<file path="src/rtl/mul_div_unit_if.sv">
// mul_div_unit_if: request/response bundle between the core control path and
// the multiply/divide unit.
//
// Signals
//   start  : launch the operation selected by op (master -> unit)
//   op     : 00 MULT, 01 MULTU, 10 DIV, 11 DIVU
//   op_a   : rs value (multiplicand / dividend)
//   op_b   : rt value (multiplier / divisor)
//   hi_we  : MTHI write strobe
//   lo_we  : MTLO write strobe
//   wdata  : MTHI/MTLO data
//   busy   : operation in progress (unit -> master)
//   done   : one-cycle pulse, HI/LO were just updated by an operation
//   hi, lo : architectural HI/LO registers
//
// Handshake: there is no ready signal. start is a single-cycle request that
// the unit accepts only when it is idle; a start presented while an
// operation is in flight is dropped, so the master must stall on busy and
// may treat done as the completion strobe. hi_we/lo_we are accepted only
// when the unit is idle and start is low in the same cycle.
interface mul_div_unit_if #(
  parameter int WIDTH = 32
);
  logic             start;
  logic [1:0]       op;
  logic [WIDTH-1:0] op_a;
  logic [WIDTH-1:0] op_b;
  logic             hi_we;
  logic             lo_we;
  logic [WIDTH-1:0] wdata;
  logic             busy;
  logic             done;
  logic [WIDTH-1:0] hi;
  logic [WIDTH-1:0] lo;

  modport master (
    output start, op, op_a, op_b, hi_we, lo_we, wdata,
    input  busy, done, hi, lo
  );

  modport slave (
    input  start, op, op_a, op_b, hi_we, lo_we, wdata,
    output busy, done, hi, lo
  );
endinterface

</file>
<file path="src/rtl/mul_div_unit.sv">
// mul_div_unit: iterative MIPS multiply/divide unit with architectural HI/LO.
//
// Serves MULT, MULTU, DIV, DIVU (WIDTH iterations each) and MTHI/MTLO
// writes; MFHI/MFLO simply read bus.hi / bus.lo.
//
// Ports
//   clk       : clock, all state on posedge
//   rst_n     : asynchronous active-low reset
//   bus       : mul_div_unit_if slave modport (start/op/op_a/op_b/hi_we/
//               lo_we/wdata in; busy/done/hi/lo out)
//   dbg_state : current FSM state (0 IDLE, 1 RUN, 2 FIN)
//
// Configuration
//   MDU_FAST_MUL_EN : when defined, MULT/MULTU finish one cycle after launch
//                     through a combinational multiplier and never raise
//                     busy; divides stay iterative.
module mul_div_unit #(
  parameter int WIDTH = 32
) (
  input  logic                 clk,
  input  logic                 rst_n,
  mul_div_unit_if.slave        bus,
  output logic [1:0]           dbg_state
);

  localparam int CW = $clog2(WIDTH);
  localparam logic [CW-1:0] LAST = CW'(WIDTH - 1);

  typedef enum logic [1:0] {
    IDLE = 2'd0,
    RUN  = 2'd1,
    FIN  = 2'd2
  } state_t;

  state_t             state;
  logic [CW-1:0]      cnt;
  logic               is_div;
  logic               neg_q;   // negate product / quotient at the end
  logic               neg_r;   // negate remainder at the end
  logic [WIDTH-1:0]   m;       // multiplicand (mul) or divisor (div)
  // mul: {partial product, remaining multiplier bits}
  // div: {partial remainder, dividend bits shifting into quotient}
  logic [2*WIDTH-1:0] acc;
  logic               busy_r;
  logic               done_r;
  logic [WIDTH-1:0]   hi_r;
  logic [WIDTH-1:0]   lo_r;

  // Launch-time operand conditioning (signed ops use magnitudes).
  logic             a_neg;
  logic             b_neg;
  logic [WIDTH-1:0] a_mag;
  logic [WIDTH-1:0] b_mag;

  always_comb begin
    a_neg = ~bus.op[0] & bus.op_a[WIDTH-1];
    b_neg = ~bus.op[0] & bus.op_b[WIDTH-1];
    a_mag = a_neg ? (-bus.op_a) : bus.op_a;
    b_mag = b_neg ? (-bus.op_b) : bus.op_b;
  end

  // One iteration of shift-add multiply or restoring divide.
  logic [WIDTH:0]     mul_sum;
  logic [WIDTH:0]     div_shift;
  logic [WIDTH:0]     div_diff;
  logic               div_ok;
  logic [2*WIDTH-1:0] step_next;

  always_comb begin
    mul_sum   = {1'b0, acc[2*WIDTH-1:WIDTH]} + (acc[0] ? {1'b0, m} : '0);
    div_shift = {acc[2*WIDTH-1:WIDTH], acc[WIDTH-1]};
    div_diff  = div_shift - {1'b0, m};
    // No borrow means the divisor fits: keep the difference, quotient bit 1.
    div_ok    = ~div_diff[WIDTH];
    if (is_div) begin
      step_next = {(div_ok ? div_diff[WIDTH-1:0] : div_shift[WIDTH-1:0]),
                   acc[WIDTH-2:0], div_ok};
    end else begin
      step_next = {mul_sum, acc[WIDTH-1:1]};
    end
  end

  // Sign-corrected result, taken from the value the last iteration produces
  // so HI/LO are written in the same edge as that iteration.
  logic [2*WIDTH-1:0] prod_s;
  logic [WIDTH-1:0]   quo_s;
  logic [WIDTH-1:0]   rem_s;
  logic [WIDTH-1:0]   res_hi;
  logic [WIDTH-1:0]   res_lo;

  always_comb begin
    prod_s = neg_q ? (-step_next) : step_next;
    quo_s  = neg_q ? (-step_next[WIDTH-1:0]) : step_next[WIDTH-1:0];
    rem_s  = neg_r ? (-step_next[2*WIDTH-1:WIDTH]) : step_next[2*WIDTH-1:WIDTH];
    if (is_div) begin
      res_hi = rem_s;
      res_lo = quo_s;
    end else begin
      res_hi = prod_s[2*WIDTH-1:WIDTH];
      res_lo = prod_s[WIDTH-1:0];
    end
  end

  // Single-cycle multiply path. fast_run is the RUN-cycle selector for it.
  logic               fast_run;
  logic [WIDTH-1:0]   fast_hi;
  logic [WIDTH-1:0]   fast_lo;
`ifdef MDU_FAST_MUL_EN
  logic               fast;
  logic [2*WIDTH-1:0] fast_prod;
  logic [2*WIDTH-1:0] fast_prod_s;

  always_comb begin
    fast_prod   = {{WIDTH{1'b0}}, m} * {{WIDTH{1'b0}}, acc[WIDTH-1:0]};
    fast_prod_s = neg_q ? (-fast_prod) : fast_prod;
    fast_hi     = fast_prod_s[2*WIDTH-1:WIDTH];
    fast_lo     = fast_prod_s[WIDTH-1:0];
    fast_run    = fast;
  end
`else
  always_comb begin
    fast_hi  = '0;
    fast_lo  = '0;
    fast_run = 1'b0;
  end
`endif

  always_ff @(posedge clk or negedge rst_n) begin
    if (!rst_n) begin
      state  <= IDLE;
      cnt    <= '0;
      is_div <= 1'b0;
      neg_q  <= 1'b0;
      neg_r  <= 1'b0;
      m      <= '0;
      acc    <= '0;
      busy_r <= 1'b0;
      done_r <= 1'b0;
      hi_r   <= '0;
      lo_r   <= '0;
`ifdef MDU_FAST_MUL_EN
      fast   <= 1'b0;
`endif
    end else begin
      done_r <= 1'b0;
      case (state)
        IDLE: begin
          if (bus.start) begin
            is_div <= bus.op[1];
            neg_q  <= a_neg ^ b_neg;
            neg_r  <= a_neg;
            m      <= bus.op[1] ? b_mag : a_mag;
            acc    <= {{WIDTH{1'b0}}, (bus.op[1] ? a_mag : b_mag)};
            cnt    <= '0;
            state  <= RUN;
`ifdef MDU_FAST_MUL_EN
            fast   <= ~bus.op[1];
            busy_r <= bus.op[1];
`else
            busy_r <= 1'b1;
`endif
          end else begin
            // start takes priority over MTHI/MTLO in the same cycle.
            if (bus.hi_we) hi_r <= bus.wdata;
            if (bus.lo_we) lo_r <= bus.wdata;
          end
        end
        RUN: begin
          if (fast_run) begin
            hi_r   <= fast_hi;
            lo_r   <= fast_lo;
            done_r <= 1'b1;
            state  <= FIN;
`ifdef MDU_FAST_MUL_EN
            fast   <= 1'b0;
`endif
          end else begin
            acc <= step_next;
            cnt <= cnt + 1'b1;
            if (cnt == LAST) begin
              hi_r   <= res_hi;
              lo_r   <= res_lo;
              busy_r <= 1'b0;
              done_r <= 1'b1;
              state  <= FIN;
            end
          end
        end
        FIN: begin
          state <= IDLE;
        end
        default: begin
          state <= IDLE;
        end
      endcase
    end
  end

  assign bus.busy  = busy_r;
  assign bus.done  = done_r;
  assign bus.hi    = hi_r;
  assign bus.lo    = lo_r;
  assign dbg_state = state;

endmodule

</file>
<file path="src/flat_wrapper.sv">
// flat-port wrapper written by rule: the top's interface ports become plain ports
module mul_div_unit_flat 
#(
  parameter int WIDTH = 32
)
  (clk, rst_n, dbg_state, bus_start, bus_op, bus_op_a, bus_op_b, bus_hi_we, bus_lo_we, bus_wdata, bus_busy, bus_done, bus_hi, bus_lo);
  mul_div_unit_if #(.WIDTH(WIDTH)) bus_i ();
  input  logic clk;
  input  logic rst_n;
  output logic [1:0] dbg_state;
  input wire logic [$bits(bus_i.start)-1:0] bus_start;
  input wire logic [$bits(bus_i.op)-1:0] bus_op;
  input wire logic [$bits(bus_i.op_a)-1:0] bus_op_a;
  input wire logic [$bits(bus_i.op_b)-1:0] bus_op_b;
  input wire logic [$bits(bus_i.hi_we)-1:0] bus_hi_we;
  input wire logic [$bits(bus_i.lo_we)-1:0] bus_lo_we;
  input wire logic [$bits(bus_i.wdata)-1:0] bus_wdata;
  output wire logic [$bits(bus_i.busy)-1:0] bus_busy;
  output wire logic [$bits(bus_i.done)-1:0] bus_done;
  output wire logic [$bits(bus_i.hi)-1:0] bus_hi;
  output wire logic [$bits(bus_i.lo)-1:0] bus_lo;
  assign bus_i.start = bus_start;
  assign bus_i.op = bus_op;
  assign bus_i.op_a = bus_op_a;
  assign bus_i.op_b = bus_op_b;
  assign bus_i.hi_we = bus_hi_we;
  assign bus_i.lo_we = bus_lo_we;
  assign bus_i.wdata = bus_wdata;
  assign bus_busy = bus_i.busy;
  assign bus_done = bus_i.done;
  assign bus_hi = bus_i.hi;
  assign bus_lo = bus_i.lo;
  mul_div_unit #(.WIDTH(WIDTH)) u_core (.clk(clk), .rst_n(rst_n), .bus(bus_i), .dbg_state(dbg_state));
endmodule
</file>
<file path="config.mk">
export PLATFORM = sky130hd
export DESIGN_NAME = mul_div_unit_flat
export DESIGN_NICKNAME = d
export VERILOG_FILES = /design/src/rtl/mul_div_unit_if.sv /design/src/rtl/mul_div_unit.sv /design/src/flat_wrapper.sv
export SDC_FILE = /design/constraint.sdc
export NUM_CORES = 1
export LEC_CHECK = 0
export BUFFER_PORTS_ARGS = -buffer_cell sky130_fd_sc_hd__clkbuf_2
export CAP_MARGIN = 40
export CORE_ASPECT_RATIO = 1.1
export CORE_MARGIN = 2
export CORE_UTILIZATION = 60
export CTS_CLUSTER_DIAMETER = 200
export CTS_CLUSTER_SIZE = 25
export DETAILED_ROUTE_END_ITERATION = 10
export PLACE_DENSITY = 0.81
export RECOVER_POWER = 100
export SLEW_MARGIN = 20
export SYNTH_ARGS = -nofsm -noshare
export SYNTH_HDL_FRONTEND = slang
export SYNTH_SLANG_ARGS = --single-unit
</file>
<file path="constraint.sdc">
create_clock -name clk -period 5.4 [get_ports clk]
set_clock_uncertainty 0.15 [all_clocks]
set_input_delay 0.81 -clock clk [delete_from_list [all_inputs] [get_ports clk]]
set_output_delay 0.81 -clock clk [all_outputs]
set_load 0.03 [all_outputs]
</file>
==> results.txt <==
status: finished with violations
failing checks: capacitance limit, slew limit
Syn Inst Count: 2131
synth warn: 0
Diodes inserted: 0
GP Congestion: 0.9857
Post-Syn Area per Cell: 7.592 um2
1st-pass router iterations: 8
async set-or-reset flop fraction in the synthesized netlist: 100.0%
syn nets: 2306
Die Y: 176.2 um
r2r endpoint: u_core.bus.hi[17]$_DFFE_PN0P_
number of global-route vias before repair: 16210
Hold Fails Final Rpt: 0
share of cells above drive strength 1: 10.98%
initial antenna violation count: 0
post-route cell area: 17970 um2
fmax: 0.1931 GHz
Final setup viols: 0
CP endpoint kind: flop
RSZ-0062 raised after global routing: true
core area: 26720 um2
vias per inst: 6.592
cts bufs inserted: 17
min Tclk post-route: 5179 ps
I/O pin count: 171
Max transition margin: -140.1%
htree depth: 4
nets: 2430
grt ovf: 0
Tcrit/Tclk final: 95.91%
Die X-Extent: 160.6 um
setup ws final: 220.9 ps
register area: 4308 um2
cells on worst reg2reg path: 14
CTS tree: built
Reg clk slew, reported paths: 80 ps
Hold Path Class: flop to flop
Post-Syn Area: 16180 um2
GRT Overall Usage: 41.20%
top cell type by total area after synthesis: dfrtp_1
clock sink total: 172
DIE AREA: 28300 um2
critical path class: flop to flop
Layout area overhead: 11.07%
Hold Crit Depth: 2
dpl ws: 233.4 ps
Main synth FF type: dfrtp_1
worst-margin pin slew: 3601 ps
worst reg2reg startpoint: u_core.acc[33]$_DFFE_PN0P_
initial core utilization: 60.55%
Iteration-0 DRC Markers: 2155
final-report max-slew violation count: 161
arrival time at the worst endpoint: 5360 ps
Seq/Total Area, Yosys: 26.60%
Placed Area: 17460 um2
multi-input logic area: 11170 um2
Root Driver: clkbuf_16
WHS Endpoint: u_core.acc[31]$_DFFE_PN0P_
routed length per instance: 22.49 um
number of flops mapped to enable cells by yosys: 0
Post-CTS Hold Buffers: 0
worst path required time: 5580 ps
Yosys top cell area share: 26.60%
internal reg-to-reg setup slack: 220 ps
Hold Path Origin: u_core.acc[31]$_DFFE_PN0P_
Unique masters post-synth: 100
post-route ant nets: 0
FP Rows: 63
final-layout fill cell count: 2366
synthesis-stage register bit count: 172
Final HPWL DP: 45820 um
# DRC: 0
Max-Cap Viols: 3
first-pass GRT wire length: 90600 um
clock latency on the worst-skew pair: 460 ps
Vias: 17310
final core utilization: 67.25%
Startpoint Class: flop
I/O Buffers: 170
top post-synthesis cells by area: dfrtp_1 (27%), a21oi_1 (6.7%), o21ai_0 (6.0%)
final WL: 59050 um
largest net degree at the start of global routing: 77
worst-path maximum fanout: 6
clk buf depth: 2
[sequential cells by signal, summed over array words and instances (netlist names)]
name	flops
u_core.is_div	1
u_core.acc	64
u_core.bus.busy	1
u_core.neg_q	1
u_core.bus.hi	32
u_core.dbg_state	2
u_core.bus.lo	32
u_core.bus.done	1
u_core.neg_r	1
u_core.m	32
u_core.cnt	5
[kinds of logic (layout without fill, tap and decap cells)]
group / Yosys count / after routing / share of synthesized area, %
flops: 172 / 172 / 26.60
fa+ha+maj: 72 / 72 / 5.661
xor+xnor: 157 / 157 / 8.499
compound gates: 715 / 715 / 27.99
simple gates: 782 / 782 / 23.48
mux: 50 / 50 / 3.163
buf+inv: 183 / 320 / 4.609
[per-stage QoR]
step | std cells | hold WS, ps | TNS (ps)
finish | 2625 | 336.8 | 0
global route | 2625 | 365.9 | -1.129
CTS | 2623 | 137.8 | 0
detailed placement | 2591 | 323.0 | 0
global placement | 2588 | 314.1 | 0
floorplan | 2131 | 299.8 | 0
[layout by cell type (no fill, tap or decap), drive strengths merged, types with 30 or more instances in the layout]
| cell type | Yosys | layout |
|---|---|---|
| xnor2 | 89 | 89 |
| ha | 70 | 70 |
| and2 | 52 | 52 |
| buf | 36 | 50 |
| clkbuf | 84 | 193 |
| dfrtp | 172 | 172 |
| nand2 | 253 | 253 |
| inv | 62 | 71 |
| a21oi | 221 | 221 |
| nand3 | 46 | 46 |
| nor3 | 51 | 51 |
| a21o | 35 | 35 |
| nor2 | 215 | 215 |
| xor2 | 68 | 68 |
| mux2i | 41 | 41 |
| o221ai | 30 | 30 |
| o21ai | 204 | 204 |
[worst max path at each step]
stage | from | to | slack [ps] | cells after the start
2_1_floorplan | u_core.acc[31]$_DFFE_PN0P_ | u_core.bus.hi[20]$_DFFE_PN0P_ | 770 | 22
5_1_grt | u_core.acc[31]$_DFFE_PN0P_ | u_core.bus.hi[26]$_DFFE_PN0P_ | -1 | 19
3_3_place_gp | u_core.acc[50]$_DFFE_PN0P_ | u_core.bus.hi[17]$_DFFE_PN0P_ | 330 | 15
6_report | u_core.acc[33]$_DFFE_PN0P_ | u_core.bus.hi[17]$_DFFE_PN0P_ | 220 | 14
3_5_place_dp | u_core.acc[31]$_DFFE_PN0P_ | u_core.bus.hi[30]$_DFFE_PN0P_ | 230 | 20
4_1_cts | u_core.acc[31]$_DFFE_PN0P_ | u_core.bus.hi[2]$_DFFE_PN0P_ | 170 | 21
[area by class of cell]
| type | count | area share [%] |
|---|---|---|
| multi-input cells | 1776 | 62.15 |
| repair buffers | 225 | 6.760 |
| flip-flops and latches | 172 | 23.97 |
| clock buffers | 18 | 2.388 |
| inverters | 63 | 1.316 |
| well taps | 357 | 2.486 |
| clock inverters | 14 | 0.9330 |
[synth_stat cells, drive strengths merged (19+ instances only)]
library cell	number
buf	36
xnor2	89
a31oi	28
o21ai	204
nand3	46
o221ai	30
clkbuf	84
dfrtp	172
mux2i	41
nand2	253
nand4	22
and2	52
a21o	35
a22o	19
xor2	68
inv	62
nor2	215
a21oi	221
nand2b	20
o211ai	26
and3	25
nor3	51
ha	70
[repair_timing]
action / in CTS / in global routing
hold endpoints to repair: 0 / 0
resized for setup: 0 / 4
endpoints found under the setup margin: 0 / 11
buffers inserted: 0 / 0
[worst max-delay path: stages (launching register included)]
cell and delay [ps]:
dfrtp_1 480, ha_1 430, o211ai_1 110, a21oi_1 400, o21ai_0 410, nand2_1 320
a311oi_1 250, o2111a_1 320, nor4_2 540, nand3_2 290, nor4b_4 440, a21oi_1 130
or3_1 360, a311oi_1 340, nor2_1 80
[per-layer routing]
layer	up-vias	routed length, um	global-route usage, %
met3	190	5758	7.869
met4	0	3353	20.91
met2	969	26910	66.54
li1	7989	-	-
met1	8157	23030	52.96
met5	-	0	0
Power is not shown: default switching activity piles up to over one toggle a cycle in this logic, so the estimate is an artifact.
